File: src/rtl/kbd_sched_pkg.sv
// kbd_sched_pkg
// Shared types and constants for the keyboard event scheduler.
//   kbd_evt_t      : one queued key event {press, code[8:0]}
//   sched_state_e  : issue FSM states
//   KEY_TOGGLE_BIT : position of the toggle strobe in the 11-bit key word
package kbd_sched_pkg;

    typedef struct packed {
        logic       press;
        logic [8:0] code;
    } kbd_evt_t;

    typedef enum logic [1:0] {
        IDLE      = 2'd0,
        WAIT_ACK  = 2'd1,
        WAIT_DONE = 2'd2,
        GAP       = 2'd3
    } sched_state_e;

    localparam int KEY_TOGGLE_BIT = 10;

endpackage

File: src/rtl/kbd_evt_fifo.sv
// kbd_evt_fifo
// Synchronous first-in first-out queue of key events. The head entry is
// presented combinationally so the consumer can pop it and use it on the same
// edge. A push while full is ignored; the owner decides what that means.
// Ports:
//   clk, reset_n  : clock, synchronous active-low reset
//   ce_i          : clock enable; pointers and level move only when high
//   flush_i       : empty the queue (wins over push/pop in the same cycle)
//   push_i/push_data_i : write request and data
//   pop_i/pop_data_o   : read request and head entry
//   full_o, empty_o, level_o : occupancy status
module kbd_evt_fifo
    import kbd_sched_pkg::*;
#(
    parameter int  DEPTH = 8,
    localparam int AW    = $clog2(DEPTH),
    localparam int LW    = $clog2(DEPTH + 1)
) (
    input  logic          clk,
    input  logic          reset_n,
    input  logic          ce_i,
    input  logic          flush_i,
    input  logic          push_i,
    input  logic [9:0]    push_data_i,
    input  logic          pop_i,
    output logic [9:0]    pop_data_o,
    output logic          full_o,
    output logic          empty_o,
    output logic [LW-1:0] level_o
);

    localparam logic [LW-1:0] FULL_LEVEL = LW'(DEPTH);

    kbd_evt_t      mem_q [DEPTH];
    logic [AW-1:0] wr_ptr_q, wr_ptr_d;
    logic [AW-1:0] rd_ptr_q, rd_ptr_d;
    logic [LW-1:0] level_q, level_d;
    logic          do_push, do_pop;

    assign full_o     = (level_q == FULL_LEVEL);
    assign empty_o    = (level_q == '0);
    assign level_o    = level_q;
    assign pop_data_o = mem_q[rd_ptr_q];

    assign do_push = ce_i & ~flush_i & push_i & ~full_o;
    assign do_pop  = ce_i & ~flush_i & pop_i & ~empty_o;

    // DEPTH is a power of two, so the pointers wrap by plain overflow.
    always_comb begin
        wr_ptr_d = wr_ptr_q;
        rd_ptr_d = rd_ptr_q;
        level_d  = level_q;
        if (ce_i && flush_i) begin
            wr_ptr_d = '0;
            rd_ptr_d = '0;
            level_d  = '0;
        end else begin
            if (do_push) begin
                wr_ptr_d = wr_ptr_q + 1'b1;
            end
            if (do_pop) begin
                rd_ptr_d = rd_ptr_q + 1'b1;
            end
            case ({do_push, do_pop})
                2'b10:   level_d = level_q + 1'b1;
                2'b01:   level_d = level_q - 1'b1;
                default: level_d = level_q;
            endcase
        end
    end

    always_ff @(posedge clk) begin
        if (!reset_n) begin
            wr_ptr_q <= '0;
            rd_ptr_q <= '0;
            level_q  <= '0;
        end else begin
            wr_ptr_q <= wr_ptr_d;
            rd_ptr_q <= rd_ptr_d;
            level_q  <= level_d;
        end
    end

    // Storage has no reset; only the pointers define what is valid.
    always_ff @(posedge clk) begin
        if (reset_n && do_push) begin
            mem_q[wr_ptr_q] <= kbd_evt_t'(push_data_i);
        end
    end

endmodule

File: src/rtl/kbd_event_sched.sv
// kbd_event_sched
// Merges live PS/2 key events and injected key events into one ordered queue
// and hands them one at a time to the Mac keyboard responder using the
// toggle-strobe key format. After each issue it waits for the responder to
// take the key (pending high, then low) or for an acknowledge timeout, then
// enforces a quiet gap before the next issue.
// Ports:
//   clk, reset_n   : clock, synchronous active-low reset
//   ce             : clock enable for all non-reset state
//   flush          : discard queued events and restart the gap
//   ps2_key        : {strobe, press, code}; each strobe change is one event
//   inj_valid/inj_key/inj_ready : injector handshake, {press, code}
//   kbd_pending    : responder holds an unconsumed key
//   kbd_key        : key word to the responder, strobe toggles per issue
//   overflow       : sticky, a PS/2 event was dropped on a full queue
//   fifo_level     : current queue occupancy
module kbd_event_sched
    import kbd_sched_pkg::*;
#(
    parameter int  DEPTH       = 8,
    parameter int  INJ_RESERVE = 2,
    parameter int  GAP_CYCLES  = 16,
    parameter int  ACK_TIMEOUT = 64,
    localparam int LW          = $clog2(DEPTH + 1)
) (
    input  logic          clk,
    input  logic          reset_n,
    input  logic          ce,
    input  logic          flush,
    input  logic [10:0]   ps2_key,
    input  logic          inj_valid,
    input  logic [9:0]    inj_key,
    output logic          inj_ready,
    input  logic          kbd_pending,
    output logic [10:0]   kbd_key,
    output logic          overflow,
    output logic [LW-1:0] fifo_level
);

    localparam int CNT_MAX = (ACK_TIMEOUT > GAP_CYCLES) ? ACK_TIMEOUT : GAP_CYCLES;
    localparam int CNT_W   = $clog2(CNT_MAX + 1);

    localparam logic [CNT_W-1:0] ACK_LAST  = CNT_W'(ACK_TIMEOUT - 1);
    localparam logic [CNT_W-1:0] GAP_LAST  = CNT_W'(GAP_CYCLES - 1);
    // free > INJ_RESERVE is the same as level < DEPTH - INJ_RESERVE
    localparam logic [LW-1:0]    INJ_LIMIT = LW'(DEPTH - INJ_RESERVE);

    sched_state_e     state_q, state_d;
    logic [CNT_W-1:0] cnt_q, cnt_d;
    logic [10:0]      kbd_key_q, kbd_key_d;
    logic             overflow_q, overflow_d;
    logic             old_stb_q;

    logic             ps2_evt;
    logic             inj_push;
    logic             fifo_push;
    logic             fifo_pop;
    logic             fifo_full;
    logic             fifo_empty;
    kbd_evt_t         push_evt;
    kbd_evt_t         head_evt;

    // ------------------------------------------------------------------
    // Source arbitration: PS/2 has strict priority, so the injector is
    // simply not offered a slot in any cycle that carries a PS/2 event.
    // ------------------------------------------------------------------
    assign ps2_evt   = ce & (ps2_key[KEY_TOGGLE_BIT] != old_stb_q);
    assign inj_ready = reset_n & ~flush & ~ps2_evt & (fifo_level < INJ_LIMIT);
    assign inj_push  = inj_valid & inj_ready & ce;
    assign fifo_push = ps2_evt | inj_push;
    assign push_evt  = ps2_evt ? kbd_evt_t'(ps2_key[9:0]) : kbd_evt_t'(inj_key);

    // A PS/2 event meeting a full queue is lost; flag it for software.
    assign overflow_d = overflow_q | (ps2_evt & fifo_full & ~flush);

    kbd_evt_fifo #(
        .DEPTH (DEPTH)
    ) u_fifo (
        .clk         (clk),
        .reset_n     (reset_n),
        .ce_i        (ce),
        .flush_i     (flush),
        .push_i      (fifo_push),
        .push_data_i (push_evt),
        .pop_i       (fifo_pop),
        .pop_data_o  (head_evt),
        .full_o      (fifo_full),
        .empty_o     (fifo_empty),
        .level_o     (fifo_level)
    );

    // ------------------------------------------------------------------
    // Issue FSM. One counter serves both the acknowledge timeout and the
    // inter-event gap; it is cleared on every entry to WAIT_ACK and GAP.
    // ------------------------------------------------------------------
    always_comb begin
        state_d   = state_q;
        cnt_d     = cnt_q;
        kbd_key_d = kbd_key_q;
        fifo_pop  = 1'b0;
        if (ce) begin
            if (flush) begin
                state_d = GAP;
                cnt_d   = '0;
            end else begin
                case (state_q)
                    IDLE: begin
                        if (!fifo_empty && !kbd_pending) begin
                            fifo_pop  = 1'b1;
                            kbd_key_d = {~kbd_key_q[KEY_TOGGLE_BIT], head_evt};
                            cnt_d     = '0;
                            state_d   = WAIT_ACK;
                        end
                    end
                    WAIT_ACK: begin
                        // Timeout covers events the responder silently
                        // swallows and therefore never flags as pending.
                        if (kbd_pending) begin
                            state_d = WAIT_DONE;
                        end else if (cnt_q == ACK_LAST) begin
                            state_d = GAP;
                            cnt_d   = '0;
                        end else begin
                            cnt_d = cnt_q + 1'b1;
                        end
                    end
                    WAIT_DONE: begin
                        // No timeout: a slow host poll or a multi-byte
                        // keypad sequence legitimately holds pending high.
                        if (!kbd_pending) begin
                            state_d = GAP;
                            cnt_d   = '0;
                        end
                    end
                    GAP: begin
                        if (cnt_q == GAP_LAST) begin
                            state_d = IDLE;
                        end else begin
                            cnt_d = cnt_q + 1'b1;
                        end
                    end
                    default: begin
                        state_d = IDLE;
                    end
                endcase
            end
        end
    end

    // The strobe history is loaded even in reset so that whatever level the
    // PS/2 side holds at release is not mistaken for a new event.
    always_ff @(posedge clk) begin
        if (!reset_n) begin
            state_q    <= IDLE;
            cnt_q      <= '0;
            kbd_key_q  <= '0;
            overflow_q <= 1'b0;
            old_stb_q  <= ps2_key[KEY_TOGGLE_BIT];
        end else if (ce) begin
            state_q    <= state_d;
            cnt_q      <= cnt_d;
            kbd_key_q  <= kbd_key_d;
            overflow_q <= overflow_d;
            old_stb_q  <= ps2_key[KEY_TOGGLE_BIT];
        end
    end

    assign kbd_key  = kbd_key_q;
    assign overflow = overflow_q;

endmodule

File: config.mk
export PLATFORM = sky130hd
export DESIGN_NAME = kbd_event_sched
export DESIGN_NICKNAME = d
export VERILOG_FILES = /design/src/rtl/kbd_sched_pkg.sv /design/src/rtl/kbd_evt_fifo.sv /design/src/rtl/kbd_event_sched.sv
export SDC_FILE = /design/constraint.sdc
export NUM_CORES = 1
export LEC_CHECK = 0
export ABC_AREA = 1
export CELL_PAD_IN_SITES_DETAIL_PLACEMENT = 1
export CELL_PAD_IN_SITES_GLOBAL_PLACEMENT = 1
export CORE_MARGIN = 4
export CORE_UTILIZATION = 42
export CTS_BUF_LIST = sky130_fd_sc_hd__clkbuf_2
export DETAILED_ROUTE_END_ITERATION = 8
export GPL_TIMING_DRIVEN = 0
export PLACE_DENSITY_LB_ADDON = 0.1
export SYNTH_ARGS = -nofsm -noshare
export SYNTH_HDL_FRONTEND = slang
export SYNTH_HIERARCHICAL = 1
export SYNTH_SLANG_ARGS = --single-unit
export TNS_END_PERCENT = 1
File: constraint.sdc
create_clock -name clk -period 2.6 [get_ports clk]
set_clock_uncertainty 0.1 [all_clocks]
set_input_delay 0.39 -clock clk [delete_from_list [all_inputs] [get_ports clk]]
set_output_delay 0.39 -clock clk [all_outputs]
set_load 0.01 [all_outputs]
==> run_results.csv <==
group,metric,value,unit
timing,slew_headroom,0.560,
grt,grt_max_degree,17,
cells_and_area,fin_nets,658,
grt,grt_pass1_wl,22.0,mm
detailed_routing,drtIter0Drc,238,
run_status,status,"finished, final reports clean",
die,num_rows,40,
placed_design,numPortBuffers,43,
worst_setup_path,path_buf_inv,7,
logic_synthesis,yosysMostFrequentCell,"nor2_1",
detailed_routing,drt_pass1_iterations,4,
timing,tns,0,ns
timing,whs,0.159,ns
logic_synthesis,yosys.area.top_type,"edfxtp_1",
cells_and_area,syn_to_final_growth,19.9,%
logic_synthesis,synth_area_leaders,"edfxtp_1 46%, dfxtp_1 13%, nor2_1 8.4%",
die,ios,44,
detailed_routing,routed_wl,13.9,mm
clock_network,htree_levels,4,
min_path,min-delay-start,"reset_n",
worst_setup_path,path_cells,"inv_2, nand3_4, inv_1, inv_2, nand2_2, nor3_4, buf_6, inv_1, nor2_4, nand2_4, inv_2, ha_4, inv_1, fa_1, o21a_1, nor2_1",
timing,finalSetupViolCount,0,
logic_synthesis,synth_cell_types,37,
min_path,worstHoldEndpoint,"cnt_q[4]$_SDFFE_PN0P_",
worst_setup_path,rr_startpoint,"u_fifo/level_o[2]$_SDFFE_PP0P_",
die,die_h,120,um
min_path,hold_depth,4,
timing,fin_ws,0.129,ns
grt,track_usage,0.203,
logic_synthesis,netlist_top_cells_count,"117 x nor2_1, 110 x nand2_1, 81 x edfxtp_1",
die,initial_core_util,0.433,
timing,hold_viol,0,
cells_and_area,final_core_util,0.520,
timing,min_period,2.47,ns
clock_network,clock-sinks,115,
grt,grt_pass1_vias,4227,
logic_synthesis,ys_seq_elements,115,
detailed_routing,viasPerCell,5.05,
worst_setup_path,critPathRequiredTime,3.11,ns
timing,fmax,405,MHz
timing,tightestPinTransition,0.659,ns
logic_synthesis,synth_top_area_share,0.463,
worst_setup_path,r2r-end,"u_fifo/level_o[1]$_SDFFE_PP0P_",
die,core,0.0121,mm2
worst_setup_path,cp.arrival,2.98,ns
timing,period_share,0.950,
logic_synthesis,ys.flop_type,"edfxtp_1",
detailed_routing,routedWlPerCell,17.3,um
clock_network,hold_buffers,0,
placed_design,gp_congestion,0.835,
min_path,min_path_type,"primary input to flip-flop",
logic_synthesis,yosysWarnings,6,
die,die_area,0.0143,mm2
detailed_routing,post-route-drc-count,0,
clock_network,cts.reportedPaths.clkPinSlew,0.17,ns
detailed_routing,ant_nets,0,
die,die_x,120,um
clock_network,cts_tree,"yes",
worst_setup_path,startpoint_type,"flip-flop",
detailed_routing,vias,4036,
placed_design,dp_hpwl,9.79,mm
clock_network,root_buffer,"clkbuf_2",
worst_setup_path,crit_fanout,5,
worst_setup_path,ff2ff_path_depth,16,
logic_synthesis,synth_fp_nets,593,
worst_setup_path,cp_top_family,"simple AND/OR/NAND/NOR gates",
clock_network,tritoncts.num_buffers,17,
clock_network,cts.path.max_buffers,2,
worst_setup_path,slowest_delay,0.44,ns
worst_setup_path,r2r_slack,0.13,ns
worst_setup_path,critPathSlowestCell,"fa_1",
logic_synthesis,postSynthCellCount,554,
placed_design,pre_cts_slack,-1.15,ns
cells_and_area,diodes,0,
worst_setup_path,criticalPathCategory,"flip-flop to flip-flop",
logic_synthesis,avgSynthCellArea,9.47,um2
timing,maxSlewViolCount,0,
clock_network,insertion_delay,0.67,ns
timing,rsz0062_at_grt,"yes",
grt,grt_antenna_before_repair,0,
power,power_leakage,0.00244,uW
logic_synthesis,syn_area,0.00525,mm2
cells_and_area,drive_gt1_frac,0.169,
logic_synthesis,synth_edf_count,81,
power,p_per_area,568,mW/mm2
logic_synthesis,async_flop_share,0,
job,maxCapViolations,0,
grt,grt.overflow.total,0,
logic_synthesis,ys_seq_area_frac,0.593,
worst_setup_path,cp-end-kind,"flip-flop",
power,vdd_drop_max,0.223,mV
cells by family after synthesis:
family                     count (synthesis)  share of synthesized area
buffers and inverters                     56                     0.0555
AOI/OAI and AO/OA                         99                     0.0975
adders and majority gates                 12                     0.0300
xor gates and xnor gates                   4                    0.00668
DFF                                      115                      0.593
and+or+nand+nor                          268                      0.217
worst reg2reg max path: stages (launching register included):
cell     delay (ns)
dfxtp_4        0.42
inv_2          0.07
nand3_4        0.09
inv_1          0.06
inv_2          0.06
nand2_2        0.06
nor3_4         0.18
buf_6          0.14
inv_1          0.05
nor2_4         0.12
nand2_4        0.08
inv_2          0.08
ha_4           0.15
inv_1          0.06
fa_1           0.44
o21a_1         0.18
nor2_1         0.07
power by group:
| group | leakage, uW | internal [uW] | total (uW) | switching, uW |
|---|---|---|---|---|
| logic | 0.00127 | 112 | 302 | 190 |
| clock network | 0.000152 | 606 | 1260 | 656 |
| registers | 0.00101 | 1990 | 2010 | 17.5 |
| total | 0.00244 | 2710 | 3580 | 864 |
stage by stage:
step | area, um2 | power (uW) | std cells
after floorplan | 5250 | 2210 | 554
after global placement | 5890 | 2330 | 765
after detailed placement | 5890 | 2340 | 765
after CTS | 6250 | 3600 | 799
after global routing | 6290 | 3740 | 800
final | 6290 | 3580 | 800
per-layer routing:
metal  GRT usage  vias to the layer above  routed length, um
li1            -                     1985                  -
met1       0.256                     1942               6070
met2       0.346                       89               6880
met3      0.0424                       20                658
met4      0.0752                        0                261
met5           0                        -                  0
cells in the final DEF (no fill, tap or decap), types with 4 or more instances in the layout:
| cell | count |
|---|---|
| nand2_1 | 109 |
| nor2_1 | 108 |
| edfxtp_1 | 81 |
| o21ai_1 | 54 |
| clkdlybuf4s50_1 | 41 |
| dfxtp_1 | 28 |
| o21ai_0 | 22 |
| inv_1 | 21 |
| clkbuf_2 | 18 |
| a21oi_1 | 15 |
| nand3_1 | 14 |
| nor2_2 | 12 |
| inv_2 | 11 |
| buf_6 | 8 |
| buf_4 | 8 |
| ha_1 | 8 |
| clkinv_1 | 7 |
| nand3_2 | 5 |
| nand2_2 | 5 |
| dfxtp_4 | 5 |
| buf_2 | 4 |
| nor2_4 | 4 |
| bufinv_16 | 4 |
| clkinv_2 | 4 |
worst max-delay path by stage:
| stage | to | cells past startpoint | start | slack, ns |
|---|---|---|---|---|
| floorplan | u_fifo/level_o[2]$_SDFFE_PP0P_ | 17 | u_fifo/level_o[1]$_SDFFE_PP0P_ | 0.03 |
| global placement | u_fifo/mem_q[1][5]$_DFFE_PP_ | 10 | reset_n | -1.10 |
| detailed placement | u_fifo/mem_q[3][5]$_DFFE_PP_ | 10 | reset_n | -1.15 |
| CTS | u_fifo/level_o[1]$_SDFFE_PP0P_ | 16 | u_fifo/level_o[2]$_SDFFE_PP0P_ | -0.01 |
| global route | u_fifo/level_o[1]$_SDFFE_PP0P_ | 16 | u_fifo/level_o[2]$_SDFFE_PP0P_ | -0.07 |
| finish | u_fifo/level_o[1]$_SDFFE_PP0P_ | 16 | u_fifo/level_o[2]$_SDFFE_PP0P_ | 0.13 |
flip-flops by register name, indices dropped and copies added, names as in the netlist, named ones only:
name / cells
cnt_q: 7
u_fifo/level_o: 4
u_fifo/mem_q: 80
u_fifo/wr_ptr_q: 3
overflow: 1
kbd_key: 11
state_q: 2
old_stb_q: 1
u_fifo/rd_ptr_q: 3
final cells by class:
class / count / area (um2)
buffer: 18 / 148
clock buffer: 17 / 85.1
clock inverter: 15 / 170
fill: 1400 / 5820
inverter: 37 / 155
multi-input combinational: 383 / 1930
sequential: 115 / 3130
tap: 168 / 210
timing repair buffer: 47 / 458
timing repair:
action	CTS	global route
resized for setup	30	14
setup endpoints to repair	85	65
gates cloned	0	0
pin swaps	3	1
buffers inserted	3	1
Power figures use the tool's default switching activity.
